File: config.mk
export PLATFORM = sky130hd
export DESIGN_NAME = mouse_cursor_tracker
export DESIGN_NICKNAME = d
export VERILOG_FILES = /design/src/rtl/mouse_pkg.sv /design/src/rtl/mouse_axis_clamp.sv /design/src/rtl/mouse_cursor_tracker.sv
export SDC_FILE = /design/constraint.sdc
export NUM_CORES = 1
export LEC_CHECK = 0
export CAP_MARGIN = 30
export CORE_ASPECT_RATIO = 0.8
export CORE_MARGIN = 2
export CORE_UTILIZATION = 27
export CTS_CLUSTER_DIAMETER = 40
export DETAILED_ROUTE_END_ITERATION = 8
export PLACE_DENSITY = 0.43
export SYNTH_ARGS = -nofsm -noshare
export SYNTH_HDL_FRONTEND = slang
export SYNTH_HIERARCHICAL = 1
export SYNTH_SLANG_ARGS = --single-unit
File: constraint.sdc
create_clock -name clk -period 13.8 [get_ports clk]
set_input_delay 2.76 -clock clk [delete_from_list [all_inputs] [get_ports clk]]
set_output_delay 2.76 -clock clk [all_outputs]
set_load 0.01 [all_outputs]
File: src/rtl/mouse_pkg.sv
// rtl/mouse_pkg.sv - shared types and constants for the mouse cursor tracker
//
// Holds the tracker FSM state enum, the bit positions inside the PS/2
// status byte, and the width of the sign-extended movement delta.

package mouse_pkg;

   typedef enum logic [2:0] {
      IDLE,
      CHECK,
      UPD_X,
      UPD_Y,
      PUBLISH
   } mouse_state_t;

   // Bit positions inside the PS/2 mouse status byte
   localparam int STAT_L    = 0;
   localparam int STAT_R    = 1;
   localparam int STAT_M    = 2;
   localparam int STAT_SYNC = 3;
   localparam int STAT_XS   = 4;
   localparam int STAT_YS   = 5;
   localparam int STAT_XV   = 6;
   localparam int STAT_YV   = 7;

   // Movement delta: sign bit from the status byte plus the 8-bit data byte
   localparam int DELTA_W = 9;

endpackage

File: src/rtl/mouse_axis_clamp.sv
// rtl/mouse_axis_clamp.sv - signed add/subtract of one axis delta with clamp to screen
//
// Purpose: result = clamp(pos +/- delta, 0, limit), computed in POS_W+2
// signed bits so that neither the overshoot nor the undershoot can wrap.
// Ports:
//   pos    in  POS_W    current coordinate (unsigned)
//   delta  in  DELTA_W  two's-complement movement
//   sub    in  1        1: pos - delta, 0: pos + delta
//   limit  in  POS_W    largest legal coordinate
//   result out POS_W    clamped coordinate (combinational)

module mouse_axis_clamp
   import mouse_pkg::*;
#(
   parameter int POS_W = 10
) (
   input  logic [POS_W-1:0]   pos,
   input  logic [DELTA_W-1:0] delta,
   input  logic               sub,
   input  logic [POS_W-1:0]   limit,
   output logic [POS_W-1:0]   result
);

   localparam int SW = POS_W + 2;

   logic signed [SW-1:0] pos_s;
   logic signed [SW-1:0] delta_s;
   logic signed [SW-1:0] lim_s;
   logic signed [SW-1:0] sum;

   always_comb begin
      pos_s   = {2'b00, pos};
      delta_s = {{(SW-DELTA_W){delta[DELTA_W-1]}}, delta};
      lim_s   = {2'b00, limit};
      sum     = sub ? (pos_s - delta_s) : (pos_s + delta_s);
      if (sum[SW-1]) begin
         result = '0;
      end else if (sum > lim_s) begin
         result = limit;
      end else begin
         result = sum[POS_W-1:0];
      end
   end

endmodule

File: src/rtl/mouse_cursor_tracker.sv
// rtl/mouse_cursor_tracker.sv - applies PS/2 mouse packets to a clamped absolute cursor
//
// Purpose: accepts one {status, X, Y} packet per valid/ready handshake, checks
// it, adds the signed deltas to the cursor (Y inverted, screen grows down),
// clamps to the screen and publishes position and buttons with a one-cycle
// pos_valid strobe. Handshake at edge k -> pos_valid during cycle k+4, ready
// again in k+5; a dropped packet frees the block in k+2.
// Optional feature: MOUSE_PKT_CHECK_EN - drop packets whose status bit3 is 0.
// Ports:
//   clk, rst_n                     clock, asynchronous active-low reset
//   pkt_valid/pkt_ready            packet handshake (ready is registered)
//   pkt_status, pkt_x, pkt_y       packet bytes
//   cursor_x, cursor_y             cursor position
//   btn_l, btn_r, btn_m            buttons from the last applied packet
//   pos_valid                      one-cycle update strobe
//   err_cnt                        saturating count of drops and overflowed axes

module mouse_cursor_tracker
   import mouse_pkg::*;
#(
   parameter int SCREEN_W = 640,
   parameter int SCREEN_H = 480,
   parameter int POS_W    = 10
) (
   input  logic             clk,
   input  logic             rst_n,
   input  logic             pkt_valid,
   output logic             pkt_ready,
   input  logic [7:0]       pkt_status,
   input  logic [7:0]       pkt_x,
   input  logic [7:0]       pkt_y,
   output logic [POS_W-1:0] cursor_x,
   output logic [POS_W-1:0] cursor_y,
   output logic             btn_l,
   output logic             btn_r,
   output logic             btn_m,
   output logic             pos_valid,
   output logic [7:0]       err_cnt
);

   localparam logic [POS_W-1:0] X_MAX  = POS_W'(SCREEN_W - 1);
   localparam logic [POS_W-1:0] Y_MAX  = POS_W'(SCREEN_H - 1);
   localparam logic [POS_W-1:0] X_HOME = POS_W'(SCREEN_W / 2);
   localparam logic [POS_W-1:0] Y_HOME = POS_W'(SCREEN_H / 2);

   mouse_state_t state;

   logic [7:0]       status_q;
   logic [7:0]       x_q;
   logic [7:0]       y_q;
   logic [POS_W-1:0] work_x;
   logic             check_pass;

   logic [POS_W-1:0]   cl_pos;
   logic [DELTA_W-1:0] cl_delta;
   logic               cl_sub;
   logic [POS_W-1:0]   cl_limit;
   logic [POS_W-1:0]   cl_result;

`ifdef MOUSE_PKT_CHECK_EN
   assign check_pass = status_q[STAT_SYNC];
`else
   // Sync bit is deliberately ignored; CHECK still costs its cycle.
   assign check_pass = status_q[STAT_SYNC] | 1'b1;
`endif

   // One clamp unit shared by both axes; an overflowed axis moves by zero.
   always_comb begin
      if (state == UPD_Y) begin
         cl_pos   = cursor_y;
         cl_delta = status_q[STAT_YV] ? '0 : {status_q[STAT_YS], y_q};
         cl_sub   = 1'b1;
         cl_limit = Y_MAX;
      end else begin
         cl_pos   = cursor_x;
         cl_delta = status_q[STAT_XV] ? '0 : {status_q[STAT_XS], x_q};
         cl_sub   = 1'b0;
         cl_limit = X_MAX;
      end
   end

   mouse_axis_clamp #(
      .POS_W (POS_W)
   ) u_clamp (
      .pos    (cl_pos),
      .delta  (cl_delta),
      .sub    (cl_sub),
      .limit  (cl_limit),
      .result (cl_result)
   );

   function automatic logic [7:0] sat_inc(input logic [7:0] v);
      return (v == 8'hFF) ? v : v + 8'd1;
   endfunction

   always_ff @(posedge clk or negedge rst_n) begin
      if (!rst_n) begin
         state     <= IDLE;
         pkt_ready <= 1'b1;
         status_q  <= '0;
         x_q       <= '0;
         y_q       <= '0;
         work_x    <= X_HOME;
         cursor_x  <= X_HOME;
         cursor_y  <= Y_HOME;
         btn_l     <= 1'b0;
         btn_r     <= 1'b0;
         btn_m     <= 1'b0;
         pos_valid <= 1'b0;
         err_cnt   <= '0;
      end else begin
         pos_valid <= 1'b0;
         case (state)
            IDLE: begin
               if (pkt_valid && pkt_ready) begin
                  status_q  <= pkt_status;
                  x_q       <= pkt_x;
                  y_q       <= pkt_y;
                  pkt_ready <= 1'b0;
                  state     <= CHECK;
               end
            end
            CHECK: begin
               if (check_pass) begin
                  state <= UPD_X;
               end else begin
                  err_cnt   <= sat_inc(err_cnt);
                  pkt_ready <= 1'b1;
                  state     <= IDLE;
               end
            end
            UPD_X: begin
               work_x <= cl_result;
               if (status_q[STAT_XV]) begin
                  err_cnt <= sat_inc(err_cnt);
               end
               state <= UPD_Y;
            end
            UPD_Y: begin
               // Y result goes straight into cursor_y on this edge so the
               // whole new position is visible during the PUBLISH cycle.
               cursor_x  <= work_x;
               cursor_y  <= cl_result;
               btn_l     <= status_q[STAT_L];
               btn_r     <= status_q[STAT_R];
               btn_m     <= status_q[STAT_M];
               pos_valid <= 1'b1;
               if (status_q[STAT_YV]) begin
                  err_cnt <= sat_inc(err_cnt);
               end
               state <= PUBLISH;
            end
            PUBLISH: begin
               pkt_ready <= 1'b1;
               state     <= IDLE;
            end
            default: begin
               pkt_ready <= 1'b1;
               state     <= IDLE;
            end
         endcase
      end
   end

endmodule

==> results.json, run 1 <==
{
  "gp_congestion": 0.762,
  "ant_nets": 0,
  "post_cts_buffers": 0,
  "worst_pin_slew_ns": 0.955,
  "vias": 3205,
  "cts_buffer_depth": 2,
  "layout.nets": 557,
  "rsz0062_at_grt": "no",
  "final_core_util": 0.353,
  "fp.coreArea_mm2": 0.0151,
  "antenna_found_initial": 0,
  "cp_num_buf_inv": 5,
  "synth_most_common_cell": "nand2_1",
  "synthDistinctLibCells": 52,
  "seq_area_frac_synth": 0.415,
  "worstPathRequired_ns": 14.02,
  "maxSlewHeadroom": 0.361,
  "finalSetupTns_ns": 0,
  "worstPathArrival_ns": 6.80,
  "cts-root-buf": "clkbuf_16",
  "drv_slew": 0,
  "fin_cells": 722,
  "grt_pass1_vias": 3215,
  "numCtsBuffers": 9,
  "period_minus_slack_ns": 6.58,
  "clk_latency_ns": 0.33,
  "synth_top_area_frac": 0.358,
  "grt_pass1_wl_mm": 17.2,
  "placed_cells": 705,
  "clock_sinks": 69,
  "grt_max_degree": 70,
  "cp_cell_sequence": "nand3b_1, buf_4, clkinv_1, buf_4, nand3b_1, nand2_1, inv_1, ha_1, mux2_2, inv_1, ha_1, nor2b_1, o211ai_1, nand3_1, and3_1, a311o_1, ha_1, nand4_1, o32ai_1, a31oi_1, nor4b_4, mux2i_1, nor2_1, mux2_2",
  "synthFlopType": "dfrtp_1",
  "die_w_um": 143,
  "path_max_fanout": 59,
  "ioPinCount": 60,
  "first_pass_iters": 4,
  "slowest_delay_ns": 0.88,
  "drive_gt1_frac": 0.156,
  "hpwl_mm": 7.24,
  "io_buffers": 58,
  "drt_iter0_drc": 209,
  "globalRoute.totalOverflow": 0,
  "hold_violations": 0,
  "die_area_mm2": 0.0165,
  "antenna_cells": 0,
  "synth-edff-count": 0,
  "die_h_um": 115,
  "worstHoldPathCells": 2,
  "via_per_inst": 4.44,
  "setup_violations": 0,
  "cts_resized": 0,
  "placed_area_mm2": 0.00501,
  "post-route-period-util": 0.477,
  "hold_class": "flip-flop to flip-flop",
  "routed_wl_mm": 10.5,
  "rows": 40,
  "worst_setup_path_start_kind": "flip-flop",
  "yosys-top-cells-count": "nand2_1, dfrtp_1, mux2_2",
  "synth_largest_area_cell": "dfrtp_1",
  "cts.clk_slew.worst_paths_ns": 0.06,
  "crit_slowest_cell": "nor4b_4",
  "drc_errors": 0,
  "yosys_warnings": 6,
  "syn-instance-count": 438,
  "timing.fmax_ghz": 0.152,
  "status": "finished, final reports clean",
  "setup.worst_path.class": "flip-flop to flip-flop",
  "reg2regPathDepth": 24,
  "drv_cap": 0,
  "synth_area_mm2": 0.00419,
  "postSynthAreaPerCell_um2": 9.57,
  "cp.depth": 24,
  "finClkSkew_ns": 0.00641,
  "end_kind": "flip-flop",
  "ys_ff_latch": 69,
  "initial_core_util": 0.277,
  "cp_top_family": "simple AND/OR/NAND/NOR gates",
  "synthArstFlopShare": 1.00,
  "critPathMostFrequentCell": "ha_1",
  "grt_usage": 0.135,
  "stdcell_area_mm2": 0.00534,
  "cts_hold_buffers": 0,
  "htree_levels": 3,
  "synthTopCellsByArea": "dfrtp_1, mux2_2, nand2_1",
  "cts_tree": "yes",
  "syn2layout_area_growth_pct": 27.4,
  "routedWlPerCell_um": 14.5
}
## state kept, by name, summed over array words and instances, names as in the netlist
register and count:
cursor_x 10, cursor_y 10, work_x 10, err_cnt 8
x_q 8, y_q 8, status_q 7, state 3
btn_l 1, btn_m 1, btn_r 1, pkt_ready 1
pos_valid 1
## placed cells by master, fill, tap and decap left out, drive strengths merged, types with 13 or more instances in the layout
cell           instances
a21oi                 13
clkdlybuf4s50         57
dfrtp                 60
ha                    22
inv                   22
mux2                  41
nand2                111
nand3b                21
nor2                  25
xnor2                 15
## per-stage QoR
stage	worst slack (ns)	hold WS (ns)
floorplan	8.88	0.435
global placement	7.28	0.447
detailed placement	7.22	0.445
CTS	7.19	0.455
global route	6.72	0.483
finish	7.22	0.453
## kinds of logic after synthesis
group | Yosys count | synth area share
adders and majority gates | 23 | 0.0704
and+or+nand+nor | 194 | 0.223
xor gates and xnor gates | 17 | 0.0373
AOI/OAI and AO/OA | 42 | 0.0707
DFF | 69 | 0.415
muxes | 53 | 0.139
other | 1 | 0.000894
buffers and inverters | 39 | 0.0448
## worst register-to-register path: stages, from the launching register on
cell and delay (ns):
dfrtp_1 0.49, nand3b_1 0.21, buf_4 0.29, clkinv_1 0.08
buf_4 0.52, nand3b_1 0.16, nand2_1 0.21, inv_1 0.07
ha_1 0.28, mux2_2 0.30, inv_1 0.07, ha_1 0.21
nor2b_1 0.14, o211ai_1 0.29, nand3_1 0.20, and3_1 0.23
a311o_1 0.38, ha_1 0.35, nand4_1 0.10, o32ai_1 0.25
a31oi_1 0.12, nor4b_4 0.88, mux2i_1 0.28, nor2_1 0.09
mux2_2 0.30
## layout make-up
class | count | area (um2)
multi-input cells | 341 | 2320
clock inverters | 7 | 75.1
clock buffers | 9 | 225
fillers | 1551 | 9770
repair buffers | 64 | 641
flip-flops and latches | 69 | 1740
well taps | 210 | 263
inverters | 22 | 82.6
## final timing paths
check / startpoint / end / slack, ns
hold reg to reg: work_x[8]$_DFFE_PN1N_ / cursor_x[8]$_DFFE_PN1P_ / 0.45
min in group asynchronous: rst_n / x_q[3]$_DFFE_PN0P_ / 2.30
setup / recovery: state[2]$_DFFE_PN0P_ / work_x[5]$_DFFE_PN0N_ / 7.22
setup reg to reg: state[2]$_DFFE_PN0P_ / work_x[5]$_DFFE_PN0N_ / 7.22
max in group asynchronous: rst_n / cursor_y[5]$_DFFE_PN1P_ / 10.95
hold / removal: work_x[8]$_DFFE_PN1N_ / cursor_x[8]$_DFFE_PN1P_ / 0.45
## metal layers
metal / share of wire / vias to the layer above / GRT usage
met2: 0.43 / 60 / 0.203
li1: - / 1620 / -
met3: 0.036 / 12 / 0.0285
met5: 0 / - / 0
met1: 0.52 / 1513 / 0.196
met4: 0.012 / 0 / 0.0412
Power of run 1 is left out: the tool's default activity adds up to more than one toggle a clock period on the data nets, which glitch-free logic cannot reach.
==> inputs of run 2 (changes only) <==
Clock period 13.8 ns to 6.2 ns, I/O delays scaled along.
==> results.json, run 2 (same netlist as run 1, synthesis figures left out) <==
{
  "gp_congestion": 0.783,
  "grt_max_degree": 70,
  "rsz0062_at_grt": "no",
  "first_pass_iters": 4,
  "cts_buffer_depth": 2,
  "drc_errors": 0,
  "top_layer": "met4",
  "grt_pass1_vias": 3346,
  "layout.nets": 560,
  "placed_area_mm2": 0.00503,
  "reg2regPathDepth": 24,
  "drv_slew": 0,
  "die_h_um": 115,
  "cts.clk_slew.worst_paths_ns": 0.06,
  "status": "finished, final reports clean",
  "setup_violations": 0,
  "largestRegisters": "cursor_x x10, cursor_y x10, work_x x10",
  "syn2layout_area_growth_pct": 27.4,
  "io_buffers": 58,
  "routed_wl_mm": 10.2,
  "drt_iter0_drc": 135,
  "antenna_cells": 0,
  "rows": 40,
  "via_per_inst": 4.44,
  "hold_violations": 0,
  "drive_gt1_frac": 0.161,
  "hpwl_mm": 7.43,
  "timing.fmax_ghz": 0.175,
  "setup.worst_path.class": "flip-flop to flip-flop",
  "grt_usage": 0.133,
  "post_cts_buffers": 0,
  "m1WireLength_mm": 5.47,
  "end_kind": "flip-flop",
  "grt_pass1_wl_mm": 17.1,
  "worst-r2r-setup-slack_ns": 0.49,
  "worstHoldStart": "work_x[8]$_DFFE_PN1N_",
  "cts_hold_buffers": 0,
  "hold_class": "flip-flop to flip-flop",
  "cts-root-buf": "clkbuf_16",
  "clk_latency_ns": 0.33,
  "ioPinCount": 60,
  "ant_nets": 0,
  "cts_tree": "yes",
  "clock_sinks": 69,
  "period_minus_slack_ns": 5.71,
  "worstPathRequired_ns": 6.42,
  "die_w_um": 143,
  "initial_core_util": 0.277,
  "globalRoute.totalOverflow": 0,
  "maxSlewHeadroom": 0.392,
  "finClkSkew_ns": 0.0116,
  "final_common_cell": "nand2_1",
  "wl_met2_mm": 4.25,
  "drv_cap": 0,
  "numCtsBuffers": 9,
  "stdcell_area_mm2": 0.00534,
  "die_area_mm2": 0.0165,
  "path_max_fanout": 10,
  "r2r-start": "state[2]$_DFFE_PN0P_",
  "final_cell_mix": "nand2_1, dfrtp_1, clkdlybuf4s50_1, mux2_2, nor2_1",
  "worstPathArrival_ns": 5.93,
  "routedWlPerCell_um": 14.1,
  "cts_resized": 0,
  "fp.coreArea_mm2": 0.0151,
  "worst_setup_path_start_kind": "flip-flop",
  "antenna_found_initial": 0,
  "worstHoldPathCells": 2,
  "dr_wl_met3_um": 387,
  "htree_levels": 3,
  "worst_pin_slew_ns": 0.912,
  "reg2reg_to": "work_x[5]$_DFFE_PN0N_",
  "vias": 3221,
  "finalSetupTns_ns": 0,
  "min_to": "cursor_x[8]$_DFFE_PN1P_",
  "post-route-period-util": 0.921
}
==> run 2: changes by cell type in the layout (fill, tap and decap cells not counted) <==
cell        previous run  this run
nor4b_4                1         0
buf_4                  5         9
clkbuf_8               0         1
inv_6                  1         2
buf_16                 1         0
clkinvlp_4             3         1
nor4b_2                1         2
==> run 2: cell type report <==
type                    count  area (um2)
clock inverters             6        68.8
inverters                  22        82.6
repair buffers             67         643
well taps                 210         263
flip-flops and latches     69        1740
fillers                  1565        9770
multi-input cells         341        2310
clock buffers              10         239
==> run 2: per-stage QoR <==
step	worst slack, ns	instances	hold WS (ns)	util
global placement	0.558	709	0.448	0.333
global route	0.00123	725	0.477	0.353
detailed placement	0.490	709	0.449	0.333
floorplan	1.28	449	0.435	-
finish	0.487	725	0.455	0.353
CTS	0.458	725	0.458	0.353
==> run 2: how the worst max path moves through the flow <==
stage	startpoint	endpoint	cells past startpoint
5_1_grt	state[2]$_DFFE_PN0P_	work_x[0]$_DFFE_PN0N_	24
2_1_floorplan	state[1]$_DFFE_PN0P_	work_x[5]$_DFFE_PN0N_	25
3_3_place_gp	state[2]$_DFFE_PN0P_	work_x[5]$_DFFE_PN0N_	23
6_report	state[2]$_DFFE_PN0P_	work_x[5]$_DFFE_PN0N_	24
4_1_cts	state[2]$_DFFE_PN0P_	work_x[5]$_DFFE_PN0N_	23
3_5_place_dp	state[2]$_DFFE_PN0P_	work_x[5]$_DFFE_PN0N_	23
==> run 2: critical path: stages (launching register included) <==
cell	delay, ns
dfrtp_1	0.53
nand3b_1	0.31
clkinv_1	0.28
nand3b_1	0.15
nand2_1	0.15
or3_1	0.45
nor3_2	0.15
nand2_1	0.08
o21ai_1	0.10
a21boi_2	0.27
ha_1	0.34
inv_1	0.13
nor4_1	0.06
a21oi_1	0.14
o211ai_1	0.10
a311o_1	0.34
ha_1	0.33
nand4_1	0.10
o32ai_1	0.24
a31oi_1	0.11
nor4b_2	0.37
buf_4	0.25
mux2i_1	0.20
nor2_1	0.09
mux2_2	0.29
==> run 2: metal layers <==
| layer | up-vias | GRT usage |
|---|---|---|
| li1 | 1630 | - |
| met1 | 1523 | 0.190 |
| met2 | 54 | 0.198 |
| met3 | 14 | 0.0331 |
| met4 | 0 | 0.0412 |
| met5 | - | 0 |
Power of run 2 is left out for the same reason.
